==> src/rtl/veririsc_controller.sv <==
// VeriRisc eight-phase instruction sequencer: a phase counter plus a sticky halt flag,
// with control strobes decoded combinationally from phase, opcode, zero flag and halt state.
module veririsc_controller #(
   parameter bit          HALT_STICKY = 1'b1,
   parameter int unsigned OPC_W       = 3
) (
   input  logic             clk,
   input  logic             rst_n,
   input  logic             en,
   input  logic [OPC_W-1:0] opcode,
   input  logic             zero,
   output logic             sel,
   output logic             rd,
   output logic             ld_ir,
   output logic             inc_pc,
   output logic             ld_pc,
   output logic             ld_ac,
   output logic             wr,
   output logic             data_e,
   output logic             halt,
   output logic [2:0]       phase
);

   typedef enum logic [2:0] {
      INST_ADDR  = 3'd0,
      INST_FETCH = 3'd1,
      INST_LOAD  = 3'd2,
      IDLE       = 3'd3,
      OP_ADDR    = 3'd4,
      OP_FETCH   = 3'd5,
      ALU_OP     = 3'd6,
      STORE      = 3'd7
   } phase_e;

   typedef enum logic [2:0] {
      OPC_HLT = 3'd0,
      OPC_SKZ = 3'd1,
      OPC_ADD = 3'd2,
      OPC_AND = 3'd3,
      OPC_XOR = 3'd4,
      OPC_LDA = 3'd5,
      OPC_STO = 3'd6,
      OPC_JMP = 3'd7
   } opc_e;

   phase_e phase_q, phase_d;
   logic   halted_q, halted_d;
   opc_e   opc;
   logic   alu_op;

   // Opcode width is fixed at three bits; the cast assumes OPC_W == 3.
   always_comb begin
      opc    = opc_e'(opcode[2:0]);
      alu_op = (opc == OPC_ADD) || (opc == OPC_AND) ||
               (opc == OPC_XOR) || (opc == OPC_LDA);
   end

   always_ff @(posedge clk) begin
      if (!rst_n) begin
         phase_q  <= INST_ADDR;
         halted_q <= 1'b0;
      end else begin
         phase_q  <= phase_d;
         halted_q <= halted_d;
      end
   end

   always_comb begin
      phase_d  = phase_q;
      halted_d = halted_q;
      if (!halted_q && en) begin
         if (HALT_STICKY && (phase_q == OP_ADDR) && (opc == OPC_HLT)) begin
            halted_d = 1'b1;
            phase_d  = INST_ADDR;
         end else begin
            phase_d  = phase_e'(phase_q + 3'd1);
         end
      end
   end

   // Reset low masks every strobe so no partial control reaches the datapath.
   always_comb begin
      sel    = 1'b0;
      rd     = 1'b0;
      ld_ir  = 1'b0;
      inc_pc = 1'b0;
      ld_pc  = 1'b0;
      ld_ac  = 1'b0;
      wr     = 1'b0;
      data_e = 1'b0;
      halt   = 1'b0;
      if (!rst_n) begin
         halt = 1'b0;
      end else if (halted_q) begin
         halt = 1'b1;
      end else begin
         unique case (phase_q)
            INST_ADDR: begin
               sel = 1'b1;
            end
            INST_FETCH: begin
               sel = 1'b1;
               rd  = 1'b1;
            end
            INST_LOAD, IDLE: begin
               sel   = 1'b1;
               rd    = 1'b1;
               ld_ir = 1'b1;
            end
            OP_ADDR: begin
               inc_pc = 1'b1;
               halt   = (opc == OPC_HLT);
            end
            OP_FETCH: begin
               rd = alu_op;
            end
            ALU_OP: begin
               rd     = alu_op;
               inc_pc = (opc == OPC_SKZ) && zero;
               ld_pc  = (opc == OPC_JMP);
               data_e = (opc == OPC_STO);
            end
            STORE: begin
               rd     = alu_op;
               ld_ac  = alu_op;
               ld_pc  = (opc == OPC_JMP);
               wr     = (opc == OPC_STO);
               data_e = (opc == OPC_STO);
            end
            default: begin
               sel = 1'b0;
            end
         endcase
      end
   end

   assign phase = phase_q;

endmodule
==> config.mk <==
export PLATFORM = sky130hd
export DESIGN_NAME = veririsc_controller
export DESIGN_NICKNAME = d
export VERILOG_FILES = /design/src/rtl/veririsc_controller.sv
export SDC_FILE = /design/constraint.sdc
export NUM_CORES = 1
export LEC_CHECK = 0
export ABC_CLOCK_PERIOD_IN_PS = 1200
export BUFFER_PORTS_ARGS = -buffer_cell sky130_fd_sc_hd__buf_2
export CAP_MARGIN = 20
export CORE_AREA = 4 4 41 43
export CTS_CLUSTER_DIAMETER = 40
export CTS_CLUSTER_SIZE = 25
export DETAILED_ROUTE_END_ITERATION = 12
export DIE_AREA = 0 0 45 47
export MAX_ROUTING_LAYER = met4
export PLACE_DENSITY = 0.68
export SLEW_MARGIN = 20
export SYNTH_ARGS = -nofsm -noshare
export SYNTH_HDL_FRONTEND = slang
export SYNTH_SLANG_ARGS = --single-unit
==> constraint.sdc <==
create_clock -name clk -period 1.2 [get_ports clk]
set_input_delay 0.12 -clock clk [delete_from_list [all_inputs] [get_ports clk]]
set_output_delay 0.12 -clock clk [all_outputs]
set_load 0.05 [all_outputs]
==> results of run 1 <==
## critical path: cells and delay by family (launching register included)
kind / cells / cell delay, ns
fa+ha+maj: 1 / 0.16
simple gates: 2 / 0.38
compound gates: 1 / 0.18
flops: 1 / 0.35
buf+inv: 2 / 0.27
## synth_stat cells (all sizes together), types with 2 or more instances
master  instances
dfxtp           4
nor3            2
nor2            3
or3             2
nor4            2
inv             5
o21ai           2
nand3           4
a21oi           3
nand2b          2
ha              6
nand2           3
## flip-flops by register name (all words and copies together), names as in the netlist
register  flops
halted_q      1
phase         3
## per-stage QoR
stage | setup WS (ns) | TNS [ns] | util | instances
2_1_floorplan | -0.425 | -2.71 | - | 51
3_3_place_gp | -0.333 | -2.71 | 0.623 | 98
3_5_place_dp | -0.356 | -3.05 | 0.623 | 98
4_1_cts | -0.490 | -4.05 | 0.737 | 103
5_1_grt | -0.537 | -4.57 | 0.766 | 103
6_report | -0.491 | -3.96 | 0.766 | 103
## metal layers
metal | vias up | track usage | wire length, µm
li1 | 260 | - | -
met1 | 232 | 0.143 | 507
met2 | 15 | 0.297 | 767
met3 | 0 | 0.0115 | 78
met4 | 0 | 0.0702 | 0
met5 | - | - | 0
## repair_timing
action,4_1_cts,5_1_grt
pin swaps,5,4
setup endpoints to repair,13,13
resized for setup,32,8
buffers inserted,1,1
## path summary, 6_finish.rpt
kind / endpoint / slack [ns] / cells past startpoint / start
worst max-delay path: sel / -0.49 / 6 / phase[1]$_SDFFE_PN0P_
worst max register to register: halted_q$_SDFFE_PN0P_ / -0.16 / 6 / phase[0]$_SDFFE_PN0P_
worst min register to register: phase[2]$_SDFFE_PN0P_ / 0.54 / 2 / phase[2]$_SDFFE_PN0P_
worst min-delay path: phase[1]$_SDFFE_PN0P_ / 0.21 / 3 / en
## report_power, final
part | switching (mW) | internal, mW
Sequential | 0.00997 | 0.138
Clock | 0.0634 | 0.125
Combinational | 0.174 | 0.139
## cell type report
cell class	instances	area (µm²)	area share
inverters	5	21.3	0.0213
repair buffers	34	310	0.311
well taps	15	18.8	0.0188
flip-flops and latches	4	91.3	0.0916
multi-input cells	41	529	0.531
clock buffers	4	26.3	0.0263
## kinds of logic (layout without fill, tap and decap cells)
logic type	after synthesis	after routing
compound gates	12	12
xor+xnor	1	1
fa+ha+maj	6	6
buf+inv	6	43
flops	4	4
simple gates	22	22
==> results by group, run 1 <==
Run status
  – Outcome: complete, but fails checks
  – Failing checks: setup timing

Setup path
  – Slowest CP cell: dfxtp_4
  – Worst Setup End Kind: output pin
  – Crit path required time: 1.08 ns
  – CP Class: register to output pin
  – WP data arrival: 1.57 ns
  – Slowest stage delay, CP: 0.35 ns
  – Worst-path maximum fanout: 4
  – Crit path cell chain: buf_12 -> ha_4 -> or3_4 -> a21oi_4 -> nor2_4 -> buf_6
  – Startpoint Class: register

Logic synthesis
  – Cell taking the most area after synthesis: dfxtp_1
  – XOR/XNOR Fraction of Synth Area: 0.0210
  – Cell Area, Synth: 417 µm²
  – Ys flop type: dfxtp_1
  – Yosys reg bits: 4
  – Synthesized area per cell: 8.17 µm²
  – Synth Warn #: 0
  – Post-Synth Simple-Gate Area: 0.312
  – Mux contribution to synthesized area: 0
  – Synth area leaders: dfxtp_1 (19%), ha_1 (18%), nand3_1 (4.8%), o41ai_2 (3.9%), a21oi_1 (3.6%)
  – Synth async-reset ratio: 0
  – Post-synth EDFFs: 0
  – Complex-gate fraction of the synthesized area: 0.222
  – Post-synthesis adder-cell area fraction: 0.180
  – Syn nets: 64
  – Post-Syn Instances: 51
  – Sequential element share of the synthesized area: 0.192
  – Yosys top cell area share: 0.192
  – Largest family of logic cells by synthesized area: simple AND/OR/NAND/NOR gates
  – Count of different cell masters after synthesis: 28

Timing
  – Final worst path period share: 1.41
  – Final setup fails: 13
  – Slew Limit Headroom: 0.817
  – Final hold slack: 0.205 ns
  – Worst slew pin tran: 0.273 ns
  – Final Critical Period: 1.69 ns
  – Max Slew Vio Count: 0
  – Unrepaired setup endpoints after global routing: yes
  – Fmax: 0.591 GHz
  – Final worst slack: -0.491 ns
  – Hold Fails Final Rpt: 0
  – Fin Clk Skew: 0.00779 ns

Die
  – Die height: 47 µm
  – Core area: 1300 µm²
  – Die X: 45 µm
  – Die area: 2120 µm²
  – IO Pins: 19
  – Initial core utilization: 0.320
  – Rows: 13

Final layout
  – Share of post-route cells with drive strength above 1: 0.795
  – Antenna diodes: 0
  – Nets: 102
  – Post-route cell area: 997 µm²
  – Most frequent cells in the layout: buf_4 (11), buf_6 (10), buf_2 (9), ha_4 (5), nand3_1 (4)
  – Commonest non-fill, non-tap cell in the layout: buf_4
  – Fillers: 87
  – Synth-to-Final Area Change: 139%

Global routing
  – Pin count of the biggest net entering global routing: 9
  – GRT Total Usage: 0.149
  – GRT overflow: 0
  – Antenna violations before repair: 0
  – First-pass GRT wire length: 2.23 mm
  – Vias in the first global route: 534

Routing
  – Mean routed wirelength per cell: 13.1 µm
  – Initial DRC count: 2
  – Routed via count: 507
  – Vias per cell: 4.92
  – Total Routed Length: 1.35 mm
  – DRT Pass-1 Iters: 3
  – Antenna Nets Post-Route: 0
  – DRC violations left: 0

Clocking
  – Clock transition at the registers of the reported paths: 0.05 ns
  – TritonCTS Buffers: 3
  – CTS root buffer: clkbuf_4
  – CTS Sinks: 4
  – Worst skew pair latency: 0.24 ns
  – CTS Hold Bufs: 0
  – CTS max path bufs: 2
  – H-tree depth: 1
  – CTS tree: built

Placement
  – Detail Placement HPWL: 1.01 mm
  – Port buffer count: 18
  – Gpl congestion: 0.789
  – Placed cell areas: 811 µm²

Min path
  – Hold Path Class: input port to register

Power
  – Total power: 0.650 mW
  – IR drop worst, VDD: 488 µV
  – P_leak: 0.395 nW
  – Pwr dens: 652 nW/µm²

Job
  – Max Cap Viol: 0
(Power assumes the default switching activity.)
==> run 2: changes to the inputs <==
--- a/config.mk
+++ b/config.mk
@@ -8,11 +8,11 @@
 export ABC_CLOCK_PERIOD_IN_PS = 1200
 export BUFFER_PORTS_ARGS = -buffer_cell sky130_fd_sc_hd__buf_2
 export CAP_MARGIN = 20
-export CORE_AREA = 4 4 41 43
+export CORE_AREA = 5 5 42 44
 export CTS_CLUSTER_DIAMETER = 40
 export CTS_CLUSTER_SIZE = 25
 export DETAILED_ROUTE_END_ITERATION = 12
-export DIE_AREA = 0 0 45 47
+export DIE_AREA = 0 0 47 49
 export MAX_ROUTING_LAYER = met4
 export PLACE_DENSITY = 0.68
 export SLEW_MARGIN = 20
==> run 2 against run 1 <==
Compared with the run above: the run still ends with setup timing left; via count is 10% higher; routed wire length is 16% higher; largest power group unchanged; critical path type unchanged; count of clock-buffer cells in the layout stayed put; first-iteration DRC count grew to 2.5 times the previous value; core utilization is 1.0 points lower; sequential share of layout area is 0.54 points lower.
==> results by group, run 2 (synthesis results as in run 1) <==
Clocking
  – CTS tree: built (unchanged)
  – H-tree depth: 1 (unchanged)
  – CTS max path bufs: 2 (unchanged)
  – Worst skew pair latency: 0.24 ns (about the same)
  – TritonCTS Buffers: 3 (unchanged)
  – CTS Hold Bufs: 0 (unchanged)
  – Clock transition at the registers of the reported paths: 0.04 ns (was 0.05 ns)
  – CTS Sinks: 4 (unchanged)
  – CTS root buffer: clkbuf_4 (unchanged)

Power
  – Seq pwr share: 0.219 (was 0.227)
  – Pwr dens: 640 nW/µm² (was 652 nW/µm²)
  – Internal power: 0.418 mW (was 0.402 mW)
  – Net switching fraction of the power: 0.384 (was 0.381)
  – Clock group share of total power: 0.275 (was 0.291)
  – P_leak: 0.436 nW (was 0.395 nW)
  – Combinational Power Share: 0.506 (was 0.482)
  – Sw power: 0.260 mW (was 0.247 mW)
  – Total power: 0.678 mW (was 0.650 mW)
  – IR drop worst, VDD: 521 µV (was 488 µV)

Final layout
  – Synth-to-Final Area Change: 154% (was 139%)
  – Footprint of the multi-input gates: 546 µm² (was 529 µm²)
  – Share of post-route cells with drive strength above 1: 0.809 (was 0.795)
  – Fin util: 0.756 (was 0.766)
  – Seq. cell area: 91.3 µm² (unchanged)
  – Post-route cell area: 1060 µm² (was 997 µm²)
  – Commonest non-fill, non-tap cell in the layout: buf_6 (was buf_4)
  – Nets: 108 (was 102)
  – Fillers: 94 (was 87)
  – Most frequent cells in the layout: buf_6 (16), buf_4 (13), buf_2 (8), ha_4 (5) (was buf_4 (11), buf_6 (10), buf_2 (9), ha_4 (5), nand3_1 (4))
  – Largest register FFs: 3 (unchanged)
  – Antenna diodes: 0 (unchanged)
  – Post-route insts no fill: 110 (was 103)

Routing
  – Total Routed Length: 1.58 mm (was 1.35 mm)
  – DRT Pass-1 Iters: 2 (was 3)
  – Routed via count: 559 (was 507)
  – Vias per cell: 5.08 (was 4.92)
  – Mean routed wirelength per cell: 14.3 µm (was 13.1 µm)
  – DRC violations left: 0 (unchanged)
  – Antenna Nets Post-Route: 0 (unchanged)
  – Initial DRC count: 5 (was 2)

Global routing
  – First-pass GRT wire length: 2.36 mm (was 2.23 mm)
  – Antenna violations before repair: 0 (unchanged)
  – Vias in the first global route: 568 (was 534)
  – GRT Total Usage: 0.146 (was 0.149)
  – Pin count of the biggest net entering global routing: 8 (was 9)
  – GRT overflow: 0 (unchanged)

Timing
  – Fmax: 0.590 GHz (was 0.591 GHz)
  – Final worst slack: -0.496 ns (was -0.491 ns)
  – Max Slew Vio Count: 0 (unchanged)
  – Hold Fails Final Rpt: 0 (unchanged)
  – Final worst path period share: 1.41 (about the same)
  – Unrepaired setup endpoints after global routing: yes (unchanged)
  – Final Critical Period: 1.70 ns (was 1.69 ns)
  – Final setup fails: 13 (unchanged)
  – Final hold slack: 0.184 ns (was 0.205 ns)
  – Fin Clk Skew: 0.00559 ns (was 0.00779 ns)
  – Worst slew pin tran: 0.307 ns (was 0.273 ns)
  – Post-Route Setup TNS: -4.38 ns (was -3.96 ns)
  – Slew Limit Headroom: 0.795 (was 0.817)

Setup path
  – Worst reg2reg path depth: 7 (was 6)
  – Critical Path Start: phase[0]$_SDFFE_PN0P_ (was phase[1]$_SDFFE_PN0P_)
  – Worst-path maximum fanout: 4 (unchanged)
  – Startpoint Class: register (unchanged)
  – FF-to-FF End: halted_q$_SDFFE_PN0P_ (unchanged)
  – CP Class: register to output pin (unchanged)
  – Reg2reg setup slack: -0.27 ns (was -0.16 ns)
  – Crit path required time: 1.08 ns (about the same)
  – Reg2reg start: phase[0]$_SDFFE_PN0P_ (unchanged)
  – Worst Setup End Kind: output pin (unchanged)
  – WP data arrival: 1.58 ns (was 1.57 ns)

Die
  – Core area: 1400 µm² (was 1300 µm²)
  – Die area: 2300 µm² (was 2120 µm²)
  – IO Pins: 19 (unchanged)
  – Die height: 49 µm (was 47 µm)
  – Die X: 47 µm (was 45 µm)
  – Rows: 14 (was 13)
  – Initial core utilization: 0.297 (was 0.320)

Min path
  – Hold path start: rst_n (was en)
  – Hold Crit Depth: 3 (unchanged)
  – Worst Hold End: phase[2]$_SDFFE_PN0P_ (was phase[1]$_SDFFE_PN0P_)
  – Hold Path Class: input port to register (unchanged)

Run status
  – Failing checks: setup timing (unchanged)
  – Outcome: complete, but fails checks (unchanged)

Placement
  – Placed cell areas: 795 µm² (was 811 µm²)
  – Port buffer count: 18 (unchanged)
  – Pre-CTS setup slack: -0.359 ns (was -0.356 ns)
  – Detail Placement HPWL: 963 µm (was 1.01 mm)
  – Placed insts: 100 (was 98)
  – Gpl congestion: 0.758 (was 0.789)

Job
  – Max Cap Viol: 0 (unchanged)
==> run 2: changes by cell type in the layout (fill, tap and decap cells not counted) <==
cell      change
a41oi_4       +1
nand2_4       +1
nand2_2       -1
buf_4         +2
buf_6         +6
a41oi_2       -1
buf_12        -2
clkbuf_4      +1
buf_2         -1
==> run 2: per-layer routing <==
metal	vias up	global-route usage	part of all wire
li1	275	-	-
met1	256	0.132	0.34
met2	22	0.256	0.56
met3	6	0.0369	0.057
met4	0	0.0876	0.041
met5	-	-	0
==> run 2: critical path, cell delays in order, from the launching register on <==
cell and delay (ns):
dfxtp_4 0.38, inv_4 0.05, ha_4 0.16, or3_4 0.37
a21oi_4 0.18, nor2_4 0.04, buf_6 0.14
==> run 2: worst max-delay path by stage <==
| stage | endpoint | cells after the start |
|---|---|---|
| floorplan | data_e | 4 |
| global placement | sel | 6 |
| detailed placement | sel | 6 |
| CTS | inc_pc | 6 |
| global route | sel | 6 |
| finish | sel | 6 |
==> run 2: cell type report <==
type | count | share of cell area
multi-input cells | 41 | 0.515
repair buffers | 40 | 0.335
flip-flops and latches | 4 | 0.0862
clock buffers | 4 | 0.0248
inverters | 5 | 0.0201
well taps | 16 | 0.0189
==> run 2: timing repair <==
action | in CTS | in global routing
resized for setup | 36 | 13
endpoints found under the setup margin | 13 | 13
pin swaps | 8 | 5
setup buffers | 3 | 4
==> run 2: power groups by stage <==
stage | Clock, mW | Combinational [mW] | Sequential [mW]
6_report | 0.187 | 0.343 | 0.149
5_1_grt | 0.198 | 0.363 | 0.150
4_1_cts | 0.192 | 0.287 | 0.146
3_5_place_dp | 0 | 0.248 | 0.146
3_3_place_gp | 0 | 0.245 | 0.145
2_1_floorplan | 0 | 0.137 | 0.176
